--- src/rtl/mux8_rr_arbiter.sv ---
// mux8_rr_arbiter
// ---------------------------------------------------------------------------
// Round-robin arbiter and sequencer in front of a shared 8:1 single-bit mux.
// One requester owns the mux at a time. Each grant lasts for a bounded burst.
// Between owners there is at least one idle cycle, so the mux select never
// changes while a grant is active.
//
// Parameters
//   BURST_MAX  maximum consecutive granted cycles per owner (0 = unlimited,
//              hold until the owner drops its request)
//   CNT_W      burst counter width; BURST_MAX must be below 2**CNT_W
//
// Ports
//   clk        rising-edge clock
//   rst        synchronous reset, active-high
//   req[7:0]   request per source; bit i corresponds to mux data input i
//   sl[2:0]    registered mux select; holds its value while idle
//   gnt[7:0]   registered one-hot grant; all-zero when idle
//   busy       high while a grant is active (|gnt)
//   burst_cnt  granted cycles so far in the current grant; 0 when idle
// ---------------------------------------------------------------------------
module mux8_rr_arbiter #(
  parameter int BURST_MAX = 4,
  parameter int CNT_W     = 4
) (
  input  logic             clk,
  input  logic             rst,
  input  logic [7:0]       req,
  output logic [2:0]       sl,
  output logic [7:0]       gnt,
  output logic             busy,
  output logic [CNT_W-1:0] burst_cnt
);

  localparam logic [0:0] ST_IDLE  = 1'b0;
  localparam logic [0:0] ST_GRANT = 1'b1;

  localparam logic [CNT_W-1:0] CNT_LIMIT = CNT_W'(BURST_MAX);
  localparam logic [CNT_W-1:0] CNT_SAT   = {CNT_W{1'b1}};

  logic [0:0] state;
  logic [2:0] ptr;

  logic       found;
  logic [2:0] winner;
  logic [2:0] idx;
  logic       release_now;

  // Rotating priority search: scan req starting at ptr, wrapping 7 -> 0.
  // The 3-bit add gives the wrap for free. Only the first hit is kept.
  always_comb begin
    found  = 1'b0;
    winner = ptr;
    idx    = ptr;
    for (int k = 0; k < 8; k++) begin
      idx = ptr + 3'(k);
      if (!found && req[idx]) begin
        found  = 1'b1;
        winner = idx;
      end
    end
  end

  // The owner lets go when it drops its request, or when a bounded burst
  // has used up its allowance. Other requesters never preempt.
  always_comb begin
    release_now = 1'b0;
    if (!req[sl]) begin
      release_now = 1'b1;
    end else if ((BURST_MAX != 0) && (burst_cnt == CNT_LIMIT)) begin
      release_now = 1'b1;
    end
  end

  // Sequencer. sl is only loaded on IDLE -> GRANT, so the mux input stays
  // put through release and idle. After a release, ptr moves to the slot
  // just past the old owner. That keeps every active requester from starving.
  always_ff @(posedge clk) begin
    if (rst) begin
      state     <= ST_IDLE;
      sl        <= 3'd0;
      gnt       <= 8'h00;
      burst_cnt <= '0;
      ptr       <= 3'd0;
    end else begin
      case (state)
        ST_IDLE: begin
          if (found) begin
            state     <= ST_GRANT;
            sl        <= winner;
            gnt       <= 8'h01 << winner;
            burst_cnt <= CNT_W'(1);
          end
        end
        ST_GRANT: begin
          if (release_now) begin
            state     <= ST_IDLE;
            gnt       <= 8'h00;
            burst_cnt <= '0;
            ptr       <= sl + 3'd1;
          end else if (burst_cnt != CNT_SAT) begin
            burst_cnt <= burst_cnt + CNT_W'(1);
          end
        end
        default: begin
          state     <= ST_IDLE;
          gnt       <= 8'h00;
          burst_cnt <= '0;
        end
      endcase
    end
  end

  assign busy = |gnt;

endmodule

--- config.mk ---
export PLATFORM = sky130hd
export DESIGN_NAME = mux8_rr_arbiter
export DESIGN_NICKNAME = d
export VERILOG_FILES = /design/src/rtl/mux8_rr_arbiter.sv
export SDC_FILE = /design/constraint.sdc
export NUM_CORES = 1
export LEC_CHECK = 0
export CELL_PAD_IN_SITES_DETAIL_PLACEMENT = 1
export CELL_PAD_IN_SITES_GLOBAL_PLACEMENT = 1
export CORE_UTILIZATION = 30
export CTS_CLUSTER_SIZE = 28
export DETAILED_ROUTE_END_ITERATION = 8
export GPL_ROUTABILITY_DRIVEN = 0
export PLACE_DENSITY_LB_ADDON = 0.1
export SYNTH_ARGS = -nofsm -noshare
export SYNTH_HDL_FRONTEND = slang
export SYNTH_SLANG_ARGS = --single-unit
--- constraint.sdc ---
create_clock -name clk -period 6.5 [get_ports clk]
set_input_delay 0.65 -clock clk [delete_from_list [all_inputs] [get_ports clk]]
set_output_delay 0.65 -clock clk [all_outputs]
set_load 0.005 [all_outputs]
# Word level (Yosys, flattened, before mapping)
# Index checks and enable logic that the tools add are counted.
dict set report totals {
  register_bits 19
  latchBits 0
  ram_bits 0
  rom_bits 0
  input_bits 10
  out_inout_bits 16
  wordCells 94
  mem_count 0
}
dict set report op_classes {
  n_addsub 9
  mul 0
  div 0
  n_lt_le_gt_ge 9
  eq_ne 5
  shifts 1
  mux 45
  bitwise_logic 1
  reduce_logical 19
}
# operator count
set op_table {}
lappend op_table {{3-bit by 4-bit < comparator with 1-bit output, second input constant} 9}
lappend op_table {{1-bit binary-select mux with 3-bit select} 9}
lappend op_table {{1-bit 2-to-1 mux} 21}
lappend op_table {{3-bit 2-to-1 mux} 7}
lappend op_table {{8-bit 2-to-1 mux} 2}
lappend op_table {{8-bit one-hot mux with 2 select lines} 1}
lappend op_table {{3-bit adder, second input constant} 4}
lappend op_table {{4-bit 2-to-1 mux} 3}
lappend op_table {{4-bit one-hot mux with 2 select lines} 1}
lappend op_table {{2-bit AND reduction} 4}
lappend op_table {{8-bit OR reduction} 1}
lappend op_table {{1-bit by 3-bit left shift with 8-bit output, first input constant} 1}
lappend op_table {{1-bit logical AND} 7}
lappend op_table {{1-bit zero test} 7}
lappend op_table {{3-bit by 1-bit adder with 3-bit output, second input constant} 2}
lappend op_table {{3-bit by 2-bit adder with 3-bit output, second input constant} 2}
lappend op_table {{4-bit by 1-bit adder with 4-bit output, second input constant} 1}
lappend op_table {{4-bit by 3-bit == test with 1-bit output, second input constant} 1}
lappend op_table {{4-bit != test, second input constant} 1}
lappend op_table {{3-bit by 1-bit != test with 1-bit output, second input constant} 1}
lappend op_table {{2-bit by 1-bit != test with 1-bit output, second input constant} 1}
lappend op_table {{2-bit != test, second input constant} 1}
lappend op_table {{1-bit one-hot mux with 2 select lines} 1}
lappend op_table {{1-bit inverter} 1}

# Logic depth before layout (Yosys ltp)
# Gate-level depths: netlist (run 1).
dict set report depth {
  ltp_word 27
  ltp_mapped 15
  mapped_depth_nobuf 9
}

# Least setup slack after synthesis (run 1)
# OpenSTA, ideal clock, no wires.
dict set report synth_timing {
  kind {register -> register}
  from {register ptr[0]}
  to {register gnt[4]}
  arrival_ps 3154
  t_required_ps 6383
  slack_ps 3228
  stages_incl_launch_ff 14
  period_less_slack_ps 3272
  path_cell_list {dfxtp_1 -> buf_6 -> buf_6 -> buf_2 -> inv_1 -> ha_1 -> buf_6 -> mux4_2 -> mux2i_2 -> nand3_2 -> o31ai_4 -> nor3_2 -> mux2_4 -> a32o_1}
}
dict set report synth_between {
  elab_chain_cells 27
}
# item line
set synth_rtl {}
lappend synth_rtl {{from (decl)} 42} ;# logic [2:0] ptr;
lappend synth_rtl {{from (signal assigned)} 100} ;# ptr <= sl + 3'd1;
lappend synth_rtl {{parallel branches: the longest is 27 deep, another holds 3-bit by 1-bit adder with 3-bit output} --}
lappend synth_rtl {{to (signal assigned)} 91} ;# gnt <= 8'h01 << winner;
lappend synth_rtl {{to (decl)} 30} ;# output logic [7:0] gnt,
# Several ways; the timed one is not identified. The select of a mux whose other input is x is not followed.
# A chain may end at the register's enable or synchronous reset.

# Final worst setup path (run 1)
dict set report layout_timing {
  from {register ptr[0]}
  to {register gnt[3]}
}
# Same word-level chain as after synthesis.

==> impl_table.tex, run 1 <==
\begin{tabular}{lr}
\hline
Metric & Value \\
\hline
\multicolumn{2}{l}{\textbf{Clock tree}} \\
\quad TritonCTS Buffers & 3 \\
\quad Post-cts gate resize count & 0 \\
\quad Setup repair bufs after CTS & 0 \\
\quad Clock sink count & 19 \\
\quad \# hold bufs at CTS & 0 \\
\quad Clock latency on the worst-skew pair & 0.26 ns \\
\quad Clock root buffer & sky130\_fd\_sc\_hd\_\_clkbuf\_8 \\
\quad Maximum number of buffers from clock root to sink & 2 \\
\quad Total number of H-tree levels & 1 \\
\quad Clock edge transition at the registers on the reported setup and hold paths & around 0.08 ns \\
\quad TritonCTS clock tree & done \\
\multicolumn{2}{l}{\textbf{Route}} \\
\quad Drt drc & 0 \\
\quad Via Count & roughly 1700 \\
\quad Number of violations reported at the end of detailed-routing iteration 0 & approximately 100 \\
\quad Average via count per standard cell & 5.81 \\
\quad Total detailed-routing wirelength & $\sim$5700 um \\
\quad Antenna-violating nets left & 0 \\
\quad Detailed-route wire length per cell & 19.8 um \\
\quad Length of the first detailed-routing pass in iterations & 4 \\
\multicolumn{2}{l}{\textbf{Timing}} \\
\quad Worst-margin pin slew & about 0.76 ns \\
\quad Maximum clock frequency & roughly 260 MHz \\
\quad Final number of hold-violating endpoints & 0 \\
\quad Number of slew-limit violations in the final report & 0 \\
\quad Final worst-path cycle share & around three fifths \\
\quad Final total negative setup slack & 0 ns \\
\quad Final worst path period need & between 3 and 4 ns \\
\quad Post-route worst hold slack & between 0.4 and 0.5 ns \\
\quad Clock skew after layout & 0.0151 ns \\
\quad Final setup violation count & 0 \\
\quad Relative slew slack & 49.0\% \\
\quad RSZ-0062 raised after global routing & false \\
\quad Smallest setup slack after layout & about 2.6 ns \\
\multicolumn{2}{l}{\textbf{Floorplanning}} \\
\quad Initial core utilization & between 30\% and 40\% \\
\quad Total number of placement rows & 28 \\
\quad Ports & 26 \\
\quad Area of the core & between 6000 and 7000 um\^{}2 \\
\quad Y dimension of the die & a little over 80 um \\
\quad Area enclosed by the die boundary & roughly 6700 um\^{}2 \\
\quad Die width & 81.8 um \\
\multicolumn{2}{l}{\textbf{Yosys}} \\
\quad Number of different library cells in the post-synthesis netlist & between 50 and 60 \\
\quad Post-Syn Nets & between 200 and 250 \\
\quad Average instance area after synthesis & around 10 um\^{}2 \\
\quad Post-synthesis instance area & between 1500 and 2000 um\^{}2 \\
\quad Register bit total from synthesis & 19 \\
\quad Number of enable flip-flop cells after synthesis & 0 \\
\quad Most area-hungry cell type in the Yosys netlist & sky130\_fd\_sc\_hd\_\_dfxtp\_1 \\
\quad Yosys warning total & 0 \\
\quad Area share of the largest cell type after synthesis & $\sim$20\% \\
\quad Predominant post-synthesis flop cell & sky130\_fd\_sc\_hd\_\_dfxtp\_1 \\
\quad Sequential cell area fraction in the yosys report & 19.9\% \\
\quad Largest cells by area after synthesis & sky130\_fd\_sc\_hd\_\_dfxtp\_1, sky130\_fd\_sc\_hd\_\_mux4\_2, sky130\_fd\_sc\_hd\_\_mux2i\_1 \\
\quad Synth Instances & around 190 \\
\quad Fraction of registers with async set/reset & 0\% \\
\quad Most frequently used cell type in the post-synthesis netlist & sky130\_fd\_sc\_hd\_\_dfxtp\_1 \\
\quad Commonest cells post-synth & sky130\_fd\_sc\_hd\_\_dfxtp\_1, sky130\_fd\_sc\_hd\_\_nand2\_1, sky130\_fd\_sc\_hd\_\_mux2i\_1 \\
\multicolumn{2}{l}{\textbf{Power and ir drop}} \\
\quad Maximum vdd ir drop & 213 uV \\
\quad Leakage power figure & $\sim$0.8 nW \\
\quad Net Sw Power & about 0.48 mW \\
\quad Total Power & roughly 1 mW \\
\quad P\_int & between 0.5 and 0.6 mW \\
\quad Pwr per Cell Area & about 450 nW/um\^{}2 \\
\quad Sequential cell fraction of total power & slightly below 20\% \\
\quad Power share of the combinational group & 72.4\% \\
\quad Net Sw Frac & about 48\% \\
\quad Proportion of power drawn by the clock network & 8.4\% \\
\multicolumn{2}{l}{\textbf{Cells and area}} \\
\quad Post-route insts no fill & approximately 290 \\
\quad Post-layout instance area & between 2000 and 2500 um\^{}2 \\
\quad Layout cell share with drive strength beyond 1 & approximately 18\% \\
\quad Filler cells & roughly 690 \\
\quad Synth-to-layout area growth & 16.6\% \\
\quad Nets@finish & 227 \\
\quad Utilization of the core after routing & between 30 and 40\% \\
\quad Antenna cells & 0 \\
\multicolumn{2}{l}{\textbf{Worst setup path}} \\
\quad Worst Path Buf+Inv & 2 \\
\quad Cell type group with the largest total delay on the critical path & multiplexers \\
\quad Critical Path Slowest Stage Cell & sky130\_fd\_sc\_hd\_\_ha\_1 \\
\quad Crit path max fanout & 24 \\
\quad Ordered list of cells on the worst path & buf\_4 > inv\_1 > ha\_1 > mux4\_2 > mux2i\_2 > nand3\_2 > o31ai\_4 > nor3\_2 > mux2i\_1 > o31ai\_1 \\
\quad Worst Path Arrival & roughly 4.1 ns \\
\quad Setup CP Type & flip-flop to flip-flop \\
\quad Largest incremental delay on the critical path & slightly above 0.8 ns \\
\quad Critical path required time & around 6.6 ns \\
\quad Sort of element at the end of the critical path & flip-flop \\
\quad Register-to-register path setup slack & $\sim$2.6 ns \\
\quad Critical path startpoint category & flip-flop \\
\multicolumn{2}{l}{\textbf{Place}} \\
\quad \# placed instances & 282 \\
\quad Area of placed instances & around 2200 um\^{}2 \\
\quad IO Port Bufs & 25 \\
\quad DP HPWL & between 4000 and 5000 um \\
\quad Post-place setup slack & 2.59 ns \\
\multicolumn{2}{l}{\textbf{Global route}} \\
\quad Aggregate global-route resource usage & a little under a fifth \\
\quad Number of global-route vias before repair & about 1700 \\
\quad Wire length of the first global-routing pass & slightly above 9000 um \\
\quad Number of antenna violations at the first check in global routing & 0 \\
\quad Pin count of the biggest net entering global routing & 25 \\
\quad Total global routing overflow & 0 \\
\multicolumn{2}{l}{\textbf{Run}} \\
\quad Number of max-cap violations & 0 \\
\multicolumn{2}{l}{\textbf{Min path}} \\
\quad Type of the most critical hold path & flip-flop to flip-flop \\
\multicolumn{2}{l}{\textbf{Run status}} \\
\quad Status & completed \\
\hline
\end{tabular}
==> worst min-delay path, cell delays in order (launching register included) <==
cell,delay (ns)
sky130_fd_sc_hd__dfxtp_1,0.33
sky130_fd_sc_hd__nand2_1,0.06
sky130_fd_sc_hd__o31ai_1,0.05
==> cell families after synthesis <==
logic type      count (synthesis)  share of synthesized area, %
simple gates                   57                          16.6
compound gates                 49                          20.6
mux                            38                          31.4
buf+inv                        19                          5.96
flops                          19                          19.9
xor+xnor                        5                          2.29
fa+ha+maj                       5                          3.27
==> power groups by stage <==
| stage | clock, mW | combinational [mW] | sequential [mW] |
|---|---|---|---|
| 6_report | 0.0834 | 0.722 | 0.192 |
| 5_1_grt | 0.0929 | 0.782 | 0.199 |
| 4_1_cts | 0.0870 | 0.722 | 0.193 |
| 3_5_place_dp | 0 | 0.719 | 0.196 |
| 3_3_place_gp | 0 | 0.702 | 0.195 |
| 2_1_floorplan | 0 | 0.543 | 0.179 |
==> placed cells by master, fill, tap and decap left out, types with 3 or more instances in the layout <==
| cell | n |
|---|---|
| sky130_fd_sc_hd__clkbuf_8 | 3 |
| sky130_fd_sc_hd__nand2_1 | 17 |
| sky130_fd_sc_hd__inv_1 | 7 |
| sky130_fd_sc_hd__o31ai_1 | 4 |
| sky130_fd_sc_hd__nor2_1 | 7 |
| sky130_fd_sc_hd__nand3_1 | 6 |
| sky130_fd_sc_hd__nand3b_1 | 3 |
| sky130_fd_sc_hd__clkdlybuf4s50_1 | 25 |
| sky130_fd_sc_hd__ha_1 | 5 |
| sky130_fd_sc_hd__nor3_1 | 3 |
| sky130_fd_sc_hd__mux2_2 | 5 |
| sky130_fd_sc_hd__dfxtp_1 | 19 |
| sky130_fd_sc_hd__a32o_1 | 5 |
| sky130_fd_sc_hd__and2_1 | 4 |
| sky130_fd_sc_hd__mux2i_1 | 14 |
| sky130_fd_sc_hd__a211oi_1 | 3 |
| sky130_fd_sc_hd__a21oi_1 | 10 |
| sky130_fd_sc_hd__o21ai_0 | 4 |
| sky130_fd_sc_hd__xor2_1 | 4 |
| sky130_fd_sc_hd__mux4_2 | 13 |
==> sequential cells by signal (all words and copies together) (netlist names) <==
register   cells
burst_cnt      4
ptr            3
gnt            8
sl             3
state          1
==> final cells by class <==
type / count / area [um^2] / area share (%)
clock buffer: 3 / 41.3 / 1.85
sequential: 19 / 380 / 17.1
timing repair buffer: 27 / 265 / 11.9
tap: 75 / 93.8 / 4.21
clock inverter: 1 / 5.00 / 0.224
inverter: 7 / 26.3 / 1.18
multi-input combinational: 154 / 1420 / 63.6
==> layer usage <==
| layer | share of wire (%) | vias to the layer above | GRT usage (%) |
|---|---|---|---|
| met3 | 2.4 | 2 | 3.33 |
| met2 | 47 | 25 | 28.3 |
| li1 | - | 788 | - |
| met4 | 0.55 | 0 | 2.46 |
| met1 | 50 | 846 | 26.5 |
| met5 | 0 | - | 0 |
==> path summary, 6_finish.rpt <==
check             cells after the start    from      to
setup reg to reg                     10  ptr[0]  gnt[3]
hold reg to reg                       2  gnt[7]  gnt[7]
hold / removal                        2  gnt[7]  gnt[7]
setup / recovery                     10  ptr[0]  gnt[3]
Note: power is estimated with default switching activity, not from simulation.
==> run 2: changes to the inputs <==
- clock period: 6.5 -> 4.02 ns (I/O delays scaled with it)
==> run 2 against run 1 <==
  * Routed wire length down 1.1%
  * Global-route usage down 0.27 points
  * Via count up 0.84%
  * Sequential share of layout area down 0.076 points
  * Maximum frequency up 19%
  * Largest cell class unchanged
  * Clock skew down 0.012 ns
  * Critical path type unchanged
==> impl_table.tex, run 2 (same netlist as run 1, synthesis figures left out) <==
\begin{tabular}{lr}
\hline
Metric & Value \\
\hline
\multicolumn{2}{l}{\textbf{Run status}} \\
\quad Status & completed \\
\multicolumn{2}{l}{\textbf{Clock tree}} \\
\quad Clock latency on the worst-skew pair & 0.26 ns (about the same) \\
\quad \# hold bufs at CTS & 0 (unchanged) \\
\quad Maximum number of buffers from clock root to sink & 2 (unchanged) \\
\quad Clock root buffer & sky130\_fd\_sc\_hd\_\_clkbuf\_8 \\
\quad TritonCTS clock tree & done \\
\quad Clock sink count & 19 (unchanged) \\
\quad Post-cts gate resize count & 0 (unchanged) \\
\quad TritonCTS Buffers & 3 (unchanged) \\
\quad Clock edge transition at the registers on the reported setup and hold paths & 0.08 ns (about the same) \\
\quad Total number of H-tree levels & 1 (unchanged) \\
\quad Setup repair bufs after CTS & 0 (unchanged) \\
\multicolumn{2}{l}{\textbf{Worst setup path}} \\
\quad Worst Path Arrival & 3.44 ns (-0.61 ns) \\
\quad Sort of element at the end of the critical path & flip-flop \\
\quad Crit path max fanout & 10 (-58\%) \\
\quad Critical path startpoint category & flip-flop \\
\quad Critical path required time & 4.18 ns (-2.45 ns) \\
\quad Setup CP Type & flip-flop to flip-flop \\
\multicolumn{2}{l}{\textbf{Power and ir drop}} \\
\quad Net Sw Power & 0.777 mW (+61\%) \\
\quad Pwr per Cell Area & 721 nW/um\^{}2 (+61\%) \\
\quad Maximum vdd ir drop & 300 uV (+41\%) \\
\quad Proportion of power drawn by the clock network & 8.8\% (+0.4 points) \\
\quad Net Sw Frac & 48.1\% (-0.35 points) \\
\quad Power share of the combinational group & 71.9\% (-0.5 points) \\
\quad P\_int & 0.837 mW (+63\%) \\
\quad Leakage power figure & 0.783 nW (+0.19\%) \\
\quad Sequential cell fraction of total power & 19.3\% (about the same) \\
\multicolumn{2}{l}{\textbf{Cells and area}} \\
\quad Number of flip-flops in the largest register & 8 (unchanged) \\
\quad Top flop regs & gnt x8, burst\_cnt x4 \\
\quad Antenna cells & 0 (unchanged) \\
\quad Most frequent cells in the layout & sky130\_fd\_sc\_hd\_\_clkdlybuf4s50\_1, sky130\_fd\_sc\_hd\_\_dfxtp\_1, sky130\_fd\_sc\_hd\_\_nand2\_1 \\
\quad Filler cells & 711 (+3.2\%) \\
\quad Synth-to-layout area growth & 17.1\% \\
\quad Largest register by flop count & gnt \\
\quad Layout cell share with drive strength beyond 1 & 18.9\% (+0.38 points) \\
\quad Most frequent standard cell in the layout excluding fill and tap cells & sky130\_fd\_sc\_hd\_\_clkdlybuf4s50\_1 \\
\quad Nets@finish & 228 (+0.44\%) \\
\multicolumn{2}{l}{\textbf{Floorplanning}} \\
\quad Initial core utilization & 31.7\% (unchanged) \\
\quad Die width & 81.8 um (unchanged) \\
\quad Y dimension of the die & 81.8 um (unchanged) \\
\quad Area enclosed by the die boundary & 6700 um\^{}2 (unchanged) \\
\quad Total number of placement rows & 28 (unchanged) \\
\quad Ports & 26 (unchanged) \\
\quad Area of the core & 6030 um\^{}2 (unchanged) \\
\multicolumn{2}{l}{\textbf{Timing}} \\
\quad Final setup violation count & 0 (unchanged) \\
\quad Worst-margin pin slew & 0.667 ns (-0.0977 ns) \\
\quad Final number of hold-violating endpoints & 0 (unchanged) \\
\quad Post-route worst hold slack & 0.483 ns (-0.00162 ns) \\
\quad Clock skew after layout & 0.00266 ns (-0.0124 ns) \\
\quad Maximum clock frequency & 305 MHz (+19\%) \\
\quad Final worst-path cycle share & 81.7\% (+21 points) \\
\quad Final worst path period need & 3.28 ns (-0.636 ns) \\
\quad Final total negative setup slack & 0 ns (unchanged) \\
\quad Number of slew-limit violations in the final report & 0 (unchanged) \\
\quad Relative slew slack & 55.5\% (+6.5 points) \\
\quad RSZ-0062 raised after global routing & false \\
\multicolumn{2}{l}{\textbf{Route}} \\
\quad Number of violations reported at the end of detailed-routing iteration 0 & 106 (+1.9\%) \\
\quad Antenna-violating nets left & 0 (unchanged) \\
\quad Total detailed-routing wirelength & 5600 um (-1.1\%) \\
\quad Drt drc & 0 (unchanged) \\
\quad Via Count & 1675 (+0.84\%) \\
\quad Detailed-route wire length per cell & 19.5 um (-1.5\%) \\
\quad Length of the first detailed-routing pass in iterations & 4 (unchanged) \\
\quad Average via count per standard cell & 5.84 (+0.49\%) \\
\multicolumn{2}{l}{\textbf{Global route}} \\
\quad Wire length of the first global-routing pass & 9050 um (-0.76\%) \\
\quad Number of antenna violations at the first check in global routing & 0 (unchanged) \\
\quad Pin count of the biggest net entering global routing & 24 (-4.0\%) \\
\quad Aggregate global-route resource usage & 17.9\% (-0.27 points) \\
\quad Total global routing overflow & 0 (unchanged) \\
\quad Number of global-route vias before repair & 1651 (-1.4\%) \\
\multicolumn{2}{l}{\textbf{Place}} \\
\quad IO Port Bufs & 25 (unchanged) \\
\quad DP HPWL & 4330 um (-0.85\%) \\
\multicolumn{2}{l}{\textbf{Run}} \\
\quad Number of max-cap violations & 0 (unchanged) \\
\multicolumn{2}{l}{\textbf{Min path}} \\
\quad Type of the most critical hold path & flip-flop to flip-flop \\
\hline
\end{tabular}
[run 2: cell types whose count changed in the layout (fill, tap and decap cells not counted)]
| cell | previous run | this run |
|---|---|---|
| sky130_fd_sc_hd__buf_4 | 2 | 3 |
| sky130_fd_sc_hd__clkinvlp_4 | 0 | 1 |
| sky130_fd_sc_hd__clkinv_2 | 1 | 0 |
[run 2: layout make-up]
| type | instances | area [um^2] | share of cell area [%] |
|---|---|---|---|
| Clock inverter | 1 | 7.51 | 0.335 |
| Inverter | 7 | 26.3 | 1.17 |
| Sequential cell | 19 | 380 | 17.0 |
| Tap cell | 75 | 93.8 | 4.19 |
| Multi-Input combinational cell | 154 | 1420 | 63.3 |
| Timing Repair Buffer | 28 | 273 | 12.2 |
| Clock buffer | 3 | 41.3 | 1.84 |
[run 2: power groups by stage]
stage | clock network [mW] | logic, mW | registers (mW)
after global placement | 0 | 1.14 | 0.315
after CTS | 0.146 | 1.15 | 0.313
final | 0.141 | 1.16 | 0.312
after detailed placement | 0 | 1.15 | 0.316
after global routing | 0.154 | 1.26 | 0.322
after floorplan | 0 | 0.878 | 0.289
[run 2: path summary, 6_finish.rpt]
kind,depth (start not counted),endpoint,slack [ns],start
worst max-delay path,10,gnt[6],0.74,ptr[1]
worst min-delay path,2,gnt[5],0.48,gnt[5]
worst max register to register,10,gnt[6],0.74,ptr[1]
worst min register to register,2,gnt[5],0.48,gnt[5]
[run 2: metrics by stage]
| stage | setup WS [ns] | utilization [%] | total power [mW] | instance area, um^2 | cells |
|---|---|---|---|---|---|
| floorplan | 0.748 | - | 1.17 | 1910 | 192 |
| global placement | 0.798 | 36.4 | 1.45 | 2190 | 283 |
| detailed placement | 0.707 | 36.4 | 1.47 | 2190 | 283 |
| CTS | 0.742 | 37.2 | 1.61 | 2240 | 287 |
| global route | 0.485 | 37.2 | 1.74 | 2240 | 287 |
| finish | 0.736 | 37.2 | 1.61 | 2240 | 287 |
[run 2: worst max-delay path: stages, from the launching register on]
cell and delay [ns]:
sky130_fd_sc_hd__dfxtp_1 0.33, sky130_fd_sc_hd__inv_1 0.10, sky130_fd_sc_hd__ha_1 0.52, sky130_fd_sc_hd__buf_4 0.25
sky130_fd_sc_hd__mux2i_1 0.12, sky130_fd_sc_hd__mux4_1 0.63, sky130_fd_sc_hd__a21oi_1 0.19, sky130_fd_sc_hd__a211oi_1 0.07
sky130_fd_sc_hd__o32ai_2 0.39, sky130_fd_sc_hd__nand2_1 0.21, sky130_fd_sc_hd__a32o_1 0.34
[run 2: metal layers]
metal	part of all wire (%)	GRT usage, %	wire length (um)
met1	50	26.4	2780
met2	46	27.0	2600
met3	3.1	3.44	173
met4	0.77	3.16	43
met5	0	0	0
